$ cat src/rtl/if_fetch_unit_pkg.sv
// Shared fetch-stage definitions: widths, PC step, NOP encoding and fetch FSM states.
// Imported by if_fetch_unit and fetch_fifo.
package if_fetch_unit_pkg;

    localparam int                DWIDTH    = 32;
    localparam logic [DWIDTH-1:0] PC_STEP   = 32'd4;
    localparam logic [DWIDTH-1:0] INSTR_NOP = 32'h0;

    localparam logic [1:0] ST_IDLE = 2'd0;
    localparam logic [1:0] ST_REQ  = 2'd1;
    localparam logic [1:0] ST_DROP = 2'd2;

    typedef struct packed {
        logic [DWIDTH-1:0] pc;
        logic [DWIDTH-1:0] instr;
    } fetch_entry_t;

    function automatic logic [DWIDTH-1:0] align_pc(input logic [DWIDTH-1:0] pc);
        return {pc[DWIDTH-1:2], 2'b00};
    endfunction

endpackage

$ cat src/rtl/if_fetch_unit_fifo.sv
// fetch_fifo: synchronous prefetch FIFO holding {pc, instr} pairs.
// Flush has priority over push and pop; read data is the registered head entry.
module fetch_fifo
    import if_fetch_unit_pkg::*;
#(
    parameter int WIDTH = 2 * DWIDTH,
    parameter int DEPTH = 4
) (
    input  logic                     clk,
    input  logic                     rst,
    input  logic                     push,
    input  logic                     pop,
    input  logic                     flush,
    input  logic [WIDTH-1:0]         wdata,
    output logic [WIDTH-1:0]         rdata,
    output logic                     full,
    output logic                     empty,
    output logic [$clog2(DEPTH):0]   count
);

    localparam int AW = $clog2(DEPTH);

    logic [WIDTH-1:0] mem_q [DEPTH];
    logic [AW:0]      wr_ptr_q, wr_ptr_d;
    logic [AW:0]      rd_ptr_q, rd_ptr_d;
    logic             do_push, do_pop;

    // Pointers carry one extra wrap bit so full and empty are distinguishable.
    assign count   = wr_ptr_q - rd_ptr_q;
    assign full    = (count == (AW+1)'(DEPTH));
    assign empty   = (count == '0);
    assign rdata   = mem_q[rd_ptr_q[AW-1:0]];
    assign do_push = push & ~full & ~flush;
    assign do_pop  = pop & ~empty & ~flush;

    always_comb begin
        wr_ptr_d = wr_ptr_q;
        rd_ptr_d = rd_ptr_q;
        if (flush) begin
            wr_ptr_d = '0;
            rd_ptr_d = '0;
        end else begin
            if (do_push) wr_ptr_d = wr_ptr_q + 1'b1;
            if (do_pop)  rd_ptr_d = rd_ptr_q + 1'b1;
        end
    end

    always_ff @(posedge clk) begin
        if (rst) begin
            wr_ptr_q <= '0;
            rd_ptr_q <= '0;
        end else begin
            wr_ptr_q <= wr_ptr_d;
            rd_ptr_q <= rd_ptr_d;
        end
    end

    always_ff @(posedge clk) begin
        if (do_push) mem_q[wr_ptr_q[AW-1:0]] <= wdata;
    end

endmodule

$ cat src/rtl/if_fetch_unit.sv
// Instruction-fetch stage: fetch FSM, fetch PC, prefetch FIFO and ID handshake.
// Optional FETCH_BYPASS_EN forwards ack data straight to ID when the FIFO is empty.
module if_fetch_unit
    import if_fetch_unit_pkg::*;
#(
    parameter int                DWIDTH   = 32,
    parameter int                DEPTH    = 4,
    parameter logic [DWIDTH-1:0] RESET_PC = '0
) (
    input  logic              clk,
    input  logic              rst,
    output logic              imem_req,
    output logic [DWIDTH-1:0] imem_addr,
    input  logic              imem_ack,
    input  logic [DWIDTH-1:0] imem_rdata,
    input  logic              redirect_valid,
    input  logic [DWIDTH-1:0] redirect_pc,
    output logic              id_valid,
    input  logic              id_ready,
    output logic [DWIDTH-1:0] id_pc,
    output logic [DWIDTH-1:0] id_instr
);

    localparam int             CW      = $clog2(DEPTH) + 1;
    localparam logic [CW-1:0]  DEPTH_C = CW'(DEPTH);

    logic [1:0]          state_q, state_d;
    logic [DWIDTH-1:0]   fetch_pc_q, fetch_pc_d;
    logic [DWIDTH-1:0]   drop_addr_q, drop_addr_d;

    logic                fifo_push, fifo_pop, fifo_flush;
    logic                fifo_full, fifo_empty;
    logic [CW-1:0]       fifo_count, count_next;
    logic [2*DWIDTH-1:0] fifo_wdata, fifo_rdata;
    fetch_entry_t        head;
    logic                bypass_take;

    fetch_fifo #(
        .WIDTH (2 * DWIDTH),
        .DEPTH (DEPTH)
    ) u_fifo (
        .clk   (clk),
        .rst   (rst),
        .push  (fifo_push),
        .pop   (fifo_pop),
        .flush (fifo_flush),
        .wdata (fifo_wdata),
        .rdata (fifo_rdata),
        .full  (fifo_full),
        .empty (fifo_empty),
        .count (fifo_count)
    );

`ifdef FETCH_BYPASS_EN
    logic bypass;
    assign bypass      = (state_q == ST_REQ) & imem_ack & ~redirect_valid & fifo_empty;
    assign bypass_take = bypass & id_ready;
`else
    assign bypass_take = 1'b0;
`endif

    // The slot for an ack was reserved when its request issued, so fifo_full never blocks it.
    assign fifo_push  = (state_q == ST_REQ) & imem_ack & ~redirect_valid & ~bypass_take & ~fifo_full;
    assign fifo_pop   = ~fifo_empty & id_ready;
    assign fifo_flush = redirect_valid;
    assign fifo_wdata = {fetch_pc_q, imem_rdata};
    assign count_next = fifo_count + CW'(fifo_push) - CW'(fifo_pop);
    assign head       = fetch_entry_t'(fifo_rdata);

    assign imem_req  = (state_q != ST_IDLE);
    assign imem_addr = (state_q == ST_DROP) ? drop_addr_q : fetch_pc_q;

    always_comb begin
        id_valid = ~fifo_empty;
        id_pc    = fifo_empty ? '0 : head.pc;
        id_instr = fifo_empty ? INSTR_NOP : head.instr;
`ifdef FETCH_BYPASS_EN
        if (bypass) begin
            id_valid = 1'b1;
            id_pc    = fetch_pc_q;
            id_instr = imem_rdata;
        end
`endif
    end

    always_comb begin
        state_d     = state_q;
        fetch_pc_d  = fetch_pc_q;
        drop_addr_d = drop_addr_q;
        case (state_q)
            ST_IDLE: if (fifo_count < DEPTH_C) state_d = ST_REQ;
            ST_REQ: begin
                if (imem_ack) begin
                    fetch_pc_d = fetch_pc_q + PC_STEP;
                    state_d    = (count_next < DEPTH_C) ? ST_REQ : ST_IDLE;
                end
            end
            ST_DROP: if (imem_ack) state_d = (fifo_count < DEPTH_C) ? ST_REQ : ST_IDLE;
            default: state_d = ST_IDLE;
        endcase

        // A redirect overrides everything; an un-acked request must still be retired in DROP.
        if (redirect_valid) begin
            fetch_pc_d = align_pc(redirect_pc);
            case (state_q)
                ST_REQ: begin
                    state_d = imem_ack ? ST_REQ : ST_DROP;
                    if (!imem_ack) drop_addr_d = fetch_pc_q;
                end
                ST_DROP: state_d = imem_ack ? ST_REQ : ST_DROP;
                default: state_d = ST_REQ;
            endcase
        end
    end

    always_ff @(posedge clk) begin
        if (rst) begin
            state_q     <= ST_IDLE;
            fetch_pc_q  <= RESET_PC;
            drop_addr_q <= '0;
        end else begin
            state_q     <= state_d;
            fetch_pc_q  <= fetch_pc_d;
            drop_addr_q <= drop_addr_d;
        end
    end

endmodule

$ cat config.mk
export PLATFORM = sky130hd
export DESIGN_NAME = if_fetch_unit
export DESIGN_NICKNAME = d
export VERILOG_FILES = /design/src/rtl/if_fetch_unit_pkg.sv /design/src/rtl/if_fetch_unit_fifo.sv /design/src/rtl/if_fetch_unit.sv
export SDC_FILE = /design/constraint.sdc
export NUM_CORES = 1
export LEC_CHECK = 0
export BUFFER_PORTS_ARGS = -buffer_cell sky130_fd_sc_hd__buf_2
export CAP_MARGIN = 5
export CORE_MARGIN = 1
export CORE_UTILIZATION = 49
export CTS_CLUSTER_SIZE = 8
export DETAILED_ROUTE_END_ITERATION = 10
export PLACE_DENSITY_LB_ADDON = 0.2
export RECOVER_POWER = 50
export SLEW_MARGIN = 20
export SYNTH_ARGS = -nofsm -noshare
export SYNTH_HDL_FRONTEND = slang
export SYNTH_SLANG_ARGS = --single-unit
$ cat constraint.sdc
create_clock -name clk -period 9.53 [get_ports clk]
set_input_delay 1.906 -clock clk [delete_from_list [all_inputs] [get_ports clk]]
set_output_delay 1.906 -clock clk [all_outputs]
set_load 0.1 [all_outputs]
======== Word-level counts from Yosys, hierarchy flattened ========
Memories as Yosys holds them, arrays and structs flattened. A register that Yosys moved wholly into a read port is not among the register bits.
Index checks and enable logic that the tools add are counted.
Widths: inputs -> output; s select.
storage, ports and cells
  output and inout bits ................... 98
  memories kept ........................... 1
  bits in writable memories ............... 256
  flip-flop bits (word level) ............. 72
memory list
  name          words  width  read ports  clocked after memory_dff  wr ports  RTL line                  text
  u_fifo.mem_q  4      64     1           1                         1         if_fetch_unit_fifo.sv:23  logic [WIDTH-1:0] mem_q [DEPTH];
cells by class
  muxes and demuxes ....................... 19
  add/subtract/negate cells ............... 6
  reduce and logical (&&, ||, !) cells .... 11
  $lt $le $gt $ge ......................... 2
  equality and inequality tests ........... 6
  bitwise operators ....................... 12
operators by type and width
  operator               number
  $mux 32                6
  $add 32x3->32 const B  1
  $mux 2                 8
  $ne 3x3->1 const B     3
  $and 1x1->1            8
  $add 3x1->3 const B    2
  $lt 3x3->1 const B     2
  $pmux 2 s3             1
  $reduce_and 3->1       2
  $reduce_bool 2->1      3
  $mux 1                 4
  $not 1->1              4
  $reduce_and 2->1       2
  $reduce_or 2->1        2
  $add 3x1->3            1
  $eq 3x3->1 const B     1
  $logic_not 3->1        1
  $sub 3x1->3            1
  $sub 3x3->3            1
  $eq 2x1->1 const B     1
  $eq 2x2->1 const B     1
  $logic_not 2->1        1

======== Depth between registers and ports, before layout ========
Gate-level depths: netlist of run 1.
  depth in word-level cells ............... 11
  depth in mapped cells ................... 15

======== By module ========
From an unflattened synthesis of run 1, not the netlist that was laid out.
unflattened totals
  cell total of the unflattened synthesis .. 917
  area, all modules ....................... 13,740.7 µm²
modules (own cells, without submodules)
  module         area an instance (µm²)  instances  cells each
  fetch_fifo     9,743.1                 1          389
  if_fetch_unit  3,997.6                 1          528

======== Least setup slack after synthesis of run 1 ========
No wires, ideal clock.
  path type ............................... reg-to-output
  start ................................... register u_fifo.wr_ptr_q[0]
  end ..................................... output id_instr[22]
  cell stages (with the launch flop) ...... 9
  path buffers ............................ 2
  path slack .............................. 4.085 ns
  arrival ................................. 3.539 ns
  cell sequence ........................... dfxtp_1 inv_1 ha_1 fa_1 xor3_1 or2_1 clkbuf_1 clkbuf_1 and2_1
on the way
  word-level cells in the longest chain between the ends .. 3
RTL lines
  element                   RTL line                  text
  start: declaration        if_fetch_unit_fifo.sv:24  logic [AW:0] wr_ptr_q, wr_ptr_d;
  start signal: assignment  if_fetch_unit_fifo.sv:53  wr_ptr_q <= wr_ptr_d;
  $sub 3x3->3               if_fetch_unit_fifo.sv:29  assign count = wr_ptr_q - rd_ptr_q;
  $logic_not 3->1           if_fetch_unit_fifo.sv:31  assign empty = (count == '0);
  $mux 32                   if_fetch_unit.sv:76       id_instr = fifo_empty ? INSTR_NOP : head.instr;
  end: declaration          if_fetch_unit.sv:21       output logic [DWIDTH-1:0] id_instr
Every way passes these cells.

======== Worst setup path in the final report of run 1 ========
  start ................................... input imem_ack
  end ..................................... memory u_fifo.mem_q[3][10] (netlist bit), enable pin
on the way
  word-level cells in the longest chain between the ends .. 7
RTL lines
  element                       RTL line                  text
  start: declaration            if_fetch_unit.sv:14       input logic imem_ack,
  $and 1x1->1 (3 in a row)      if_fetch_unit.sv:63       assign fifo_push = (state_q == ST_REQ) & imem_ack & ~redirect_valid & ~bypass_take & ~fifo_full;
  $and 1x1->1 (2 in a row)      if_fetch_unit_fifo.sv:33  assign do_push = push & ~full & ~flush;
  $mux 1                        if_fetch_unit_fifo.sv:59  if (do_push) mem_q[wr_ptr_q[AW-1:0]] <= wdata;
  $mux 1 (not written as such)  if_fetch_unit_fifo.sv:59
  end: declaration              if_fetch_unit_fifo.sv:23
Every way passes these cells.

==> metrics.cfg, run 1 <==
[drt]
vias_per_cell=5.49
drtIter0Drc=528
dr_total_vias=7540
drc=14
ant_nets=0
drt_wl_total_mm=27.2
wl_per_cell_um=19.8
first_pass_iters=11

[floorplanning]
start_util_pct=50.1
pin_count=167
dieArea_mm2=0.0275
coreArea_mm2=0.0262
row_count=59
fp.dieW_um=166
die_h_um=166

[layout]
seq_area_mm2=0.00885
syn2layout_area_growth_pct=17.2
multi_input_area_mm2=0.00400
drive_gt1_share_pct=27.7
layout.nets=1105
n_fill_cell=2062
diodes=0

[power_and_ir_drop]
comb_power_share_pct=8.9
internal-power_mw=2.46
power.share.clock_pct=43.2
switching_share_pct=24.1
power_switching_uw=781
cellPowerDensity_mw_per_mm2=211
ir_worst_vdd_mv=0.154
power_mw=3.24
leakage_nw=5.38
power_frac_seq_pct=47.9

[global_routing]
grt-ovfl-total=0
use_met2_pct=32.4
grt.busiest_layer=met2
antenna_found_initial=0
grt_usage_pct=20.1
grt_max_degree=66
grt_pass1_vias=7705
grt_util_met1_pct=28.2
met3_usage_pct=3.66
grt_pass1_wl_mm=43.0

[clock_network]
clk_path_buf_depth=3
clock_latency_ns=0.52
cts_made_buffers=45
hold_buffers=0
path_clk_slew_ns=0.05
cts_tree=done
clkSinkCount=318
cts_post_setup_buffers_inserted=0
htreeDepth=2
cts_resized=0
clockRootBuffer=clkbuf_16

[logic_synthesis]
synth_area_leaders=edfxtp_1 57%, dfxtp_1 11%, mux4_2 11%
yosysTopAreaCell=edfxtp_1
synth-seq-area-share_pct=67.4
netlist_area_mm2=0.0131
ys_ff_latch=318
ys_warn_count=0
syn_inst=857
synth_cell_type_count=54
synth_top_area_share_pct=56.7
synth_edf_count=248
avgSynthCellArea_um2=15.3
synth_async_sr_flop_share_pct=0
synthFlopType=edfxtp_1
yosysMostFrequentCell=edfxtp_1
yosys-top-cells-count=248 x edfxtp_1, 88 x nand2_1, 70 x dfxtp_1

[critical_path]
cp-end-kind=register
critPathTopFamily=simple AND/OR/NAND/NOR gates
cp_cell_sequence=clkbuf_1, nand2_1, a311oi_1, and2_0
arrival_ns=6.70
cp_max_fo=63
crit_buf_inv=1
r2r_slack_ns=3.21
cp-start-kind=input port
cpPeakStageDelay_ns=3.61
crit_slowest_cell=and2_0
cp.required_ns=9.52
crit_type=in -> reg

[sta]
tns_ns=0
final-setup-viol-count=0
fin_crit_sh_pct=70.4
fin_skew_ns=0.0165
min_period_ns=6.71
fmax_mhz=149
hold_slack_ns=0.450
finalHoldViolCount=0
worstMarginPinSlew_ns=4.92
report.final.slew_viol_count=128
slew_headroom_pct=-228
rsz0062_at_grt=no

[status]
outcome=finished with violations
failed_checks=DRC, capacitance limit, slew limit

[placed_design]
port_buffers=160
place_congestion=0.771
hpwl_mm=15.6

[min_path]
hold_path_class=reg -> reg

[run]
cap_viol_max_count=2

[final cells by class]
cell class | count | area share, %
flip-flops and latches | 318 | 57.5
well taps | 335 | 2.72
clock buffers | 62 | 7.93
multi-input cells | 473 | 26.0
clock inverters | 1 | 0.106
inverters | 13 | 0.317
repair buffers | 171 | 5.44
[flip-flops by register name (all words and copies together) (netlist names), named ones only]
name / flops
state_q: 2
fetch_pc_q: 30
u_fifo.rd_ptr_q: 3
drop_addr_q: 30
u_fifo.mem_q: 248
u_fifo.wr_ptr_q: 3
[power groups by stage]
| stage | registers (mW) | clock network, mW | logic, mW |
|---|---|---|---|
| 2_1_floorplan | 1.57 | 0 | 0.239 |
| 3_3_place_gp | 1.58 | 0 | 0.293 |
| 3_5_place_dp | 1.58 | 0 | 0.294 |
| 4_1_cts | 1.55 | 1.43 | 0.295 |
| 5_1_grt | 1.55 | 1.49 | 0.306 |
| 6_report | 1.55 | 1.40 | 0.290 |
[logic make-up (layout without fill, tap and decap cells)]
group                    count (synthesis)  count (layout)  synth area share [%]
buffers and inverters                   69             247                  2.21
XOR/XNOR                                35              35                  2.45
AO/OA/AOI/OAI                           76              76                  3.55
adder cells (fa/ha/maj)                 14              14                  1.39
other                                    1               4                0.0285
AND/OR/NAND/NOR                        253             253                  9.93
multiplexers                            91              91                  13.1
flip-flops                             318             318                  67.4
[tightest hold or removal path, stage by stage (launching register included)]
cell and delay (ns):
dfxtp_1 0.30, nand2_1 0.05, a21oi_1 0.05
[cell usage in the layout (no fill, tap or decap), drive strengths merged, types with 18 or more instances in the layout]
cell type,n
edfxtp,248
dfxtp,70
clkbuf,97
nor2,41
mux2,25
xnor2,18
and2,69
nand2,88
a21oi,43
mux4,62
buf,136
[final timing paths]
path | startpoint | endpoint | cells after the start
setup / recovery | imem_ack | u_fifo.mem_q[3][10]$_DFFE_PP_ | 4
hold / removal | drop_addr_q[15]$_SDFFE_PP0P_ | drop_addr_q[15]$_SDFFE_PP0P_ | 2
setup reg to reg | u_fifo.wr_ptr_q[0]$_SDFFE_PP0P_ | u_fifo.mem_q[3][10]$_DFFE_PP_ | 6
hold reg to reg | drop_addr_q[15]$_SDFFE_PP0P_ | drop_addr_q[15]$_SDFFE_PP0P_ | 2
[through the flow]
stage | util [%] | setup slack, ns | instances | cell area, um2
after detailed placement | 54.3 | 4.75 | 1310 | 14200
after floorplan | - | 4.08 | 860 | 13100
after global placement | 54.3 | 4.78 | 1310 | 14200
after CTS | 59.0 | 4.19 | 1373 | 15500
after global routing | 58.7 | 2.19 | 1373 | 15400
final | 58.7 | 2.82 | 1373 | 15400
[metal layers]
metal | vias up | wire, um
li1 | 3530 | -
met1 | 3732 | 12500
met2 | 233 | 12700
met3 | 45 | 1550
met4 | 0 | 488
met5 | - | 0
Power figures use the tool's default switching activity.
==> run 2, diff against run 1 <==
Settings changed: ABC_AREA set to 1.
Clock period 9.53 ns to 5.5 ns, I/O delays scaled along.
==> run 2 against run 1 <==
Net effect: synthesized area up 4.3%; worst hold slack worse by 0.0039 ns; critical endpoint is now u_fifo.mem_q[2][16]$_DFFE_PP_; largest power group unchanged; global-route usage up 1.4 points; first-iteration DRC count up 34%; via count up 31%; the run ends with capacitance limit, slew limit left; critical path depth up 2; sequential share of layout area down 2.3 points; die area up 4.2%; count of clock-buffer cells in the layout down 2; flip-flop and latch count unchanged; combinational power up 130%.
==> metrics.cfg, run 2 <==
[sta]
rsz0062_at_grt=no  ; unchanged
hold_slack_ns=0.446  ; was 0.450 ns
fmax_mhz=212
slew_headroom_pct=-52.5  ; was -228%
worstMarginPinSlew_ns=2.29  ; was 4.92 ns
fin_crit_sh_pct=85.8
fin_skew_ns=0.0154  ; was 0.0165 ns
report.final.slew_viol_count=94  ; was 128
final-setup-viol-count=0  ; unchanged
finalHoldViolCount=0  ; unchanged
min_period_ns=4.72
tns_ns=0  ; unchanged

[placed_design]
place_congestion=0.826  ; was 0.771
port_buffers=160  ; unchanged
hpwl_mm=18.3  ; was 15.6 mm

[layout]
n_fill_cell=2317  ; was 2062
diodes=0  ; unchanged
layout_commonest_cell=edfxtp_1  ; unchanged
largest_reg_flops=248  ; unchanged
layout.nets=1559  ; was 1105
final_cell_mix=248 x edfxtp_1, 208 x nor2_1, 194 x nand2_1  ; was 248 x edfxtp_1, 126 x buf_2, 88 x nand2_1
drive_gt1_share_pct=14.7  ; was 27.7%
syn2layout_area_growth_pct=17.1  ; was 17.2%

[clock_network]
path_clk_slew_ns=0.05  ; about the same
cts_resized=0  ; unchanged
clk_path_buf_depth=3  ; unchanged
htreeDepth=2  ; unchanged
cts_post_setup_buffers_inserted=0  ; unchanged
cts_tree=done  ; unchanged
clockRootBuffer=clkbuf_16  ; unchanged
hold_buffers=0  ; unchanged
clkSinkCount=318  ; unchanged
clock_latency_ns=0.52  ; about the same
cts_made_buffers=45  ; unchanged

[drt]
vias_per_cell=5.29  ; was 5.49
drc=0  ; was 14
drtIter0Drc=709  ; was 528
ant_nets=0  ; unchanged
first_pass_iters=5  ; was 11
dr_total_vias=9855  ; was 7540
wl_per_cell_um=16.5  ; was 19.8 um
drt_wl_total_mm=30.7  ; was 27.2 mm

[logic_synthesis]
synth_async_sr_flop_share_pct=0  ; unchanged
synth_adder_area_share_pct=1.33  ; was 1.39%
synth_xor_area_share_pct=1.28  ; was 2.45%
synth-seq-area-share_pct=64.6  ; was 67.4%
synth_top_family_by_area=simple AND/OR/NAND/NOR gates  ; was multiplexers
ys_warn_count=0  ; unchanged
ys_ff_latch=318  ; unchanged
synth_edf_count=248  ; unchanged
synth_compound_area_share_pct=11.9  ; was 3.55%
synthFlopType=edfxtp_1  ; unchanged
netlist_area_mm2=0.0137  ; was 0.0131 mm2
avgSynthCellArea_um2=10.3  ; was 15.3 um2
yosys-top-cells-count=248 x edfxtp_1, 212 x nor2_1, 194 x nand2_1  ; was 248 x edfxtp_1, 88 x nand2_1, 70 x dfxtp_1
yosysMostFrequentCell=edfxtp_1  ; unchanged
synth_top_area_share_pct=54.4  ; was 56.7%
yosys.area_share.simple_pct=14.3  ; was 9.93%
syn_inst=1328  ; was 857
synth_cell_type_count=41  ; was 54
yosysTopAreaCell=edfxtp_1  ; unchanged
muxShareOfSynthArea_pct=0  ; was 13.1%
synth_area_leaders=edfxtp_1 54%, dfxtp_1 10%, nor2_1 5.8%  ; was edfxtp_1 57%, dfxtp_1 11%, mux4_2 11%

[global_routing]
antenna_found_initial=0  ; unchanged
grt-ovfl-total=0  ; unchanged
grt_usage_pct=21.5  ; was 20.1%
grt_max_degree=104  ; was 66
grt_pass1_vias=9344  ; was 7705
grt_pass1_wl_mm=48.5  ; was 43.0 mm

[floorplanning]
die_h_um=169  ; was 166 um
start_util_pct=50.4  ; was 50.1%
pin_count=167  ; unchanged
coreArea_mm2=0.0272  ; was 0.0262 mm2
fp.dieW_um=169  ; was 166 um
row_count=60  ; was 59
dieArea_mm2=0.0286  ; was 0.0275 mm2

[status]
failed_checks=capacitance limit, slew limit  ; was DRC, capacitance limit, slew limit
outcome=finished with violations  ; unchanged

[min_path]
hold_path_class=reg -> reg  ; unchanged

[critical_path]
cp_max_fo=55  ; was 63
crit_type=in -> reg  ; unchanged
crit_buf_inv=3  ; was 1
cp_cell_sequence=clkbuf_1, nor2_2, clkbuf_1, nand2_1, nor2_4, buf_4  ; was clkbuf_1, nand2_1, a311oi_1, and2_0
cpPeakStageDelay_ns=1.03  ; was 3.61 ns
critPathTopFamily=buffers and inverters  ; was simple AND/OR/NAND/NOR gates
crit_top_cell=clkbuf_1
cp.required_ns=5.63  ; was 9.52 ns
cp-end-kind=register  ; unchanged
crit_slowest_cell=clkbuf_1  ; was and2_0
cp-start-kind=input port  ; unchanged
arrival_ns=4.85  ; was 6.70 ns

[power_and_ir_drop]
cellPowerDensity_mw_per_mm2=360  ; was 211 mW/mm2
ir_worst_vdd_mv=0.227  ; was 0.154 mV
leakage_nw=6.31  ; was 5.38 nW

[run]
cap_viol_max_count=2  ; unchanged

run 2: cell types whose count changed in the layout (fill, tap and decap cells not counted), sizes merged, moves of 12 or more:
cell    previous run  this run
a211oi            17         1
a31oi              1        19
and2              69         0
inv               12       152
mux2              25         0
mux4              62         0
nand2             88       199
nand3             11        23
nor2              41       220
o21ai              5       141
o32ai              0        62
xnor2             18         2
run 2: worst paths after layout:
check	startpoint	endpoint	slack (ns)	cells after the start
setup / recovery	redirect_valid	u_fifo.mem_q[2][16]$_DFFE_PP_	0.78	6
hold / removal	drop_addr_q[22]$_SDFFE_PP0P_	drop_addr_q[22]$_SDFFE_PP0P_	0.45	2
setup reg to reg	state_q[1]$_SDFFE_PP0P_	u_fifo.mem_q[2][16]$_DFFE_PP_	1.34	8
hold reg to reg	drop_addr_q[22]$_SDFFE_PP0P_	drop_addr_q[22]$_SDFFE_PP0P_	0.45	2
run 2: tightest hold or removal path: cells and delay by family (launching register included):
family	cells	cell delay [ns]
flip-flops	1	0.31
buffers and inverters	1	0.05
AO/OA/AOI/OAI	1	0.05
run 2: routing by layer:
metal / vias to the layer above / global-route usage, % / wire (um)
met2: 313 / 35.0 / 14200
met5: - / 0 / 0
met3: 58 / 3.33 / 1800
li1: 4827 / - / -
met4: 0 / 6.15 / 640
met1: 4657 / 30.0 / 14000
run 2: final cells by class:
cell class	instances	area (um2)	area share, %
clock inverters	1	16.3	0.101
repair buffers	176	925	5.76
clock buffers	60	1200	7.50
well taps	372	465	2.90
multi-input cells	782	4000	24.9
flip-flops and latches	318	8860	55.2
inverters	153	577	3.60
run 2: cells by family after synthesis:
kind of cell | after synthesis
compound gates | 273
xor+xnor | 20
fa+ha+maj | 14
buf+inv | 231
flops | 318
other cells | 1
simple gates | 471
run 2: stage by stage:
stage	instances	instance area, um2	setup WS (ns)	util [%]	power [mW]
global route	1862	16000	0.617	59.0	5.96
finish	1862	16000	0.782	59.0	5.78
floorplan	1331	13700	0.738	-	3.27
detailed placement	1800	14800	1.67	54.6	3.42
global placement	1800	14800	1.69	54.6	3.41
CTS	1861	16100	1.16	59.1	5.83
run 2: power by group:
| group | leakage (nW) | switching, mW | internal (mW) | total [mW] |
|---|---|---|---|---|
| Clock | 0.590 | 0.914 | 1.49 | 2.41 |
| Sequential | 2.82 | 0.0549 | 2.65 | 2.70 |
| Combinational | 2.90 | 0.550 | 0.119 | 0.669 |
==> run 3, diff against run 2 <==
Clock period 5.5 ns to 6.1 ns, I/O delays scaled along.
==> run 3 against run 2 <==
Net effect: the run still ends with capacitance limit, slew limit left; cell count about the same; clock skew rose by 0.0020 ns; register-to-register slack gained 0.18 ns; die area did not move; setup slack gained 0.048 ns; worst hold slack better by 0.0014 ns; total power fell by 9.3%; via count up 0.57%; first-iteration DRC count rose by 21%; non-clock buffer count fell by 3; combinational power decreased by 10%; routed wire length barely moved.
==> metrics.cfg, run 3 (same netlist as run 2, synthesis figures left out) <==
[status]
outcome=finished with violations  ; unchanged
failed_checks=capacitance limit, slew limit  ; unchanged

[placed_design]
place_congestion=0.808  ; was 0.826
dp_cells=1798  ; was 1800
port_buffers=160  ; unchanged
hpwl_mm=17.5  ; was 18.3 mm

[sta]
finalHoldViolCount=0  ; unchanged
fin_skew_ns=0.0174  ; was 0.0154 ns
report.final.slew_viol_count=157  ; was 94
slew_headroom_pct=-52.6  ; was -52.5%
min_period_ns=5.27
worstMarginPinSlew_ns=2.29  ; about the same
tns_ns=0  ; unchanged
fmax_mhz=190
rsz0062_at_grt=no  ; unchanged
fin_crit_sh_pct=86.4
final-setup-viol-count=0  ; unchanged
hold_slack_ns=0.448  ; was 0.446 ns

[clock_network]
clk_path_buf_depth=3  ; unchanged
cts_made_buffers=45  ; unchanged
path_clk_slew_ns=0.05  ; about the same
hold_buffers=0  ; unchanged
clockRootBuffer=clkbuf_16  ; unchanged
clock_latency_ns=0.53  ; was 0.52 ns
cts_tree=done  ; unchanged
cts_resized=0  ; unchanged
cts_post_setup_buffers_inserted=0  ; unchanged
htreeDepth=2  ; unchanged
clkSinkCount=318  ; unchanged

[run]
cap_viol_max_count=3  ; was 2

[critical_path]
r2r_slack_ns=1.52  ; was 1.34 ns
arrival_ns=5.37  ; was 4.85 ns
cpPeakStageDelay_ns=1.36  ; was 1.03 ns
critPathTopFamily=buffers and inverters  ; unchanged
cp-end-kind=register  ; unchanged
cp.required_ns=6.20  ; was 5.63 ns
cp-start-kind=input port  ; unchanged
crit_slowest_cell=clkbuf_2  ; was clkbuf_1
crit_top_cell=clkbuf_1  ; unchanged
cp_cell_sequence=clkbuf_1, nor2_2, clkbuf_1, nand2_1, nor2_4, clkbuf_2  ; was clkbuf_1, nor2_2, clkbuf_1, nand2_1, nor2_4, buf_4
crit_buf_inv=3  ; unchanged
cp_max_fo=62  ; was 55
crit_type=in -> reg  ; unchanged

[layout]
largest_reg_flops=248  ; unchanged
n_fill_cell=2348  ; was 2317
multi_input_area_mm2=0.00400  ; unchanged
final_cell_mix=248 x edfxtp_1, 208 x nor2_1, 194 x nand2_1  ; unchanged
instances_no_fill=1861  ; was 1862
layout.nets=1556  ; was 1559
seq_area_mm2=0.00886  ; unchanged
diodes=0  ; unchanged
syn2layout_area_growth_pct=16.9  ; was 17.1%
drive_gt1_share_pct=14.6  ; was 14.7%
layout_commonest_cell=edfxtp_1  ; unchanged

[drt]
vias_per_cell=5.33  ; was 5.29
drtIter0Drc=857  ; was 709
drt_wl_total_mm=30.7  ; about the same
wl_per_cell_um=16.5  ; about the same
drc=0  ; unchanged
ant_nets=0  ; unchanged
first_pass_iters=5  ; unchanged
dr_total_vias=9911  ; was 9855

[floorplanning]
fp.dieW_um=169  ; unchanged
dieArea_mm2=0.0286  ; unchanged
start_util_pct=50.4  ; unchanged
pin_count=167  ; unchanged
row_count=60  ; unchanged
die_h_um=169  ; unchanged
coreArea_mm2=0.0272  ; unchanged

[global_routing]
grt_pass1_wl_mm=48.1  ; was 48.5 mm
antenna_found_initial=0  ; unchanged
grt-ovfl-total=0  ; unchanged
grt_max_degree=95  ; was 104
grt_pass1_vias=9386  ; was 9344
grt_usage_pct=21.4  ; was 21.5%

[power_and_ir_drop]
ir_worst_vdd_mv=0.225  ; was 0.227 mV
cellPowerDensity_mw_per_mm2=327  ; was 360 mW/mm2
leakage_nw=6.29  ; was 6.31 nW

[min_path]
hold_path_class=reg -> reg  ; unchanged

-- run 3: metal layers --
layer | up-vias | global-route usage (%) | routed length [um]
li1 | 4822 | - | -
met1 | 4732 | 28.9 | 14000
met2 | 305 | 35.3 | 14300
met3 | 52 | 3.19 | 1720
met4 | 0 | 7.44 | 658
met5 | - | 0 | 0
-- run 3: area by class of cell --
type | count | area share (%)
Clock buffer | 62 | 7.70
Inverter | 153 | 3.60
Multi-Input combinational cell | 782 | 25.0
Sequential cell | 318 | 55.3
Clock inverter | 1 | 0.0547
Tap cell | 372 | 2.91
Timing Repair Buffer | 173 | 5.42
-- run 3: path summary, 6_finish.rpt --
path	startpoint	to	cells after the start
worst min register to register	drop_addr_q[9]$_SDFFE_PP0P_	drop_addr_q[9]$_SDFFE_PP0P_	2
worst min-delay path	drop_addr_q[9]$_SDFFE_PP0P_	drop_addr_q[9]$_SDFFE_PP0P_	2
worst max register to register	state_q[1]$_SDFFE_PP0P_	u_fifo.mem_q[1][7]$_DFFE_PP_	8
worst max-delay path	redirect_valid	u_fifo.mem_q[1][7]$_DFFE_PP_	6
-- run 3: where the power goes --
group          switching (mW)  internal [mW]  leakage (nW)
sequential             0.0479           2.39          2.82
clock                   0.830           1.38         0.601
combinational           0.494          0.105          2.87
-- run 3: worst reg2reg max path: stages, from the launching register on --
cell	delay (ns)
dfxtp_1	0.32
inv_1	0.09
ha_1	0.22
nand2_1	0.17
nor2_2	0.11
clkbuf_1	1.02
nand2_1	0.62
nor2_4	0.19
clkbuf_2	1.36
-- run 3: stage by stage --
step           worst slack (ns)  power [mW]  utilization (%)  area [um2]
6_report                  0.829        5.24             58.9       16000
5_1_grt                   0.544        5.41             58.9       16000
4_1_cts                    1.25        5.29             59.2       16100
3_5_place_dp               1.78        3.08             54.6       14800
3_3_place_gp               1.84        3.07             54.6       14800
2_1_floorplan              1.22        2.94                -       13700
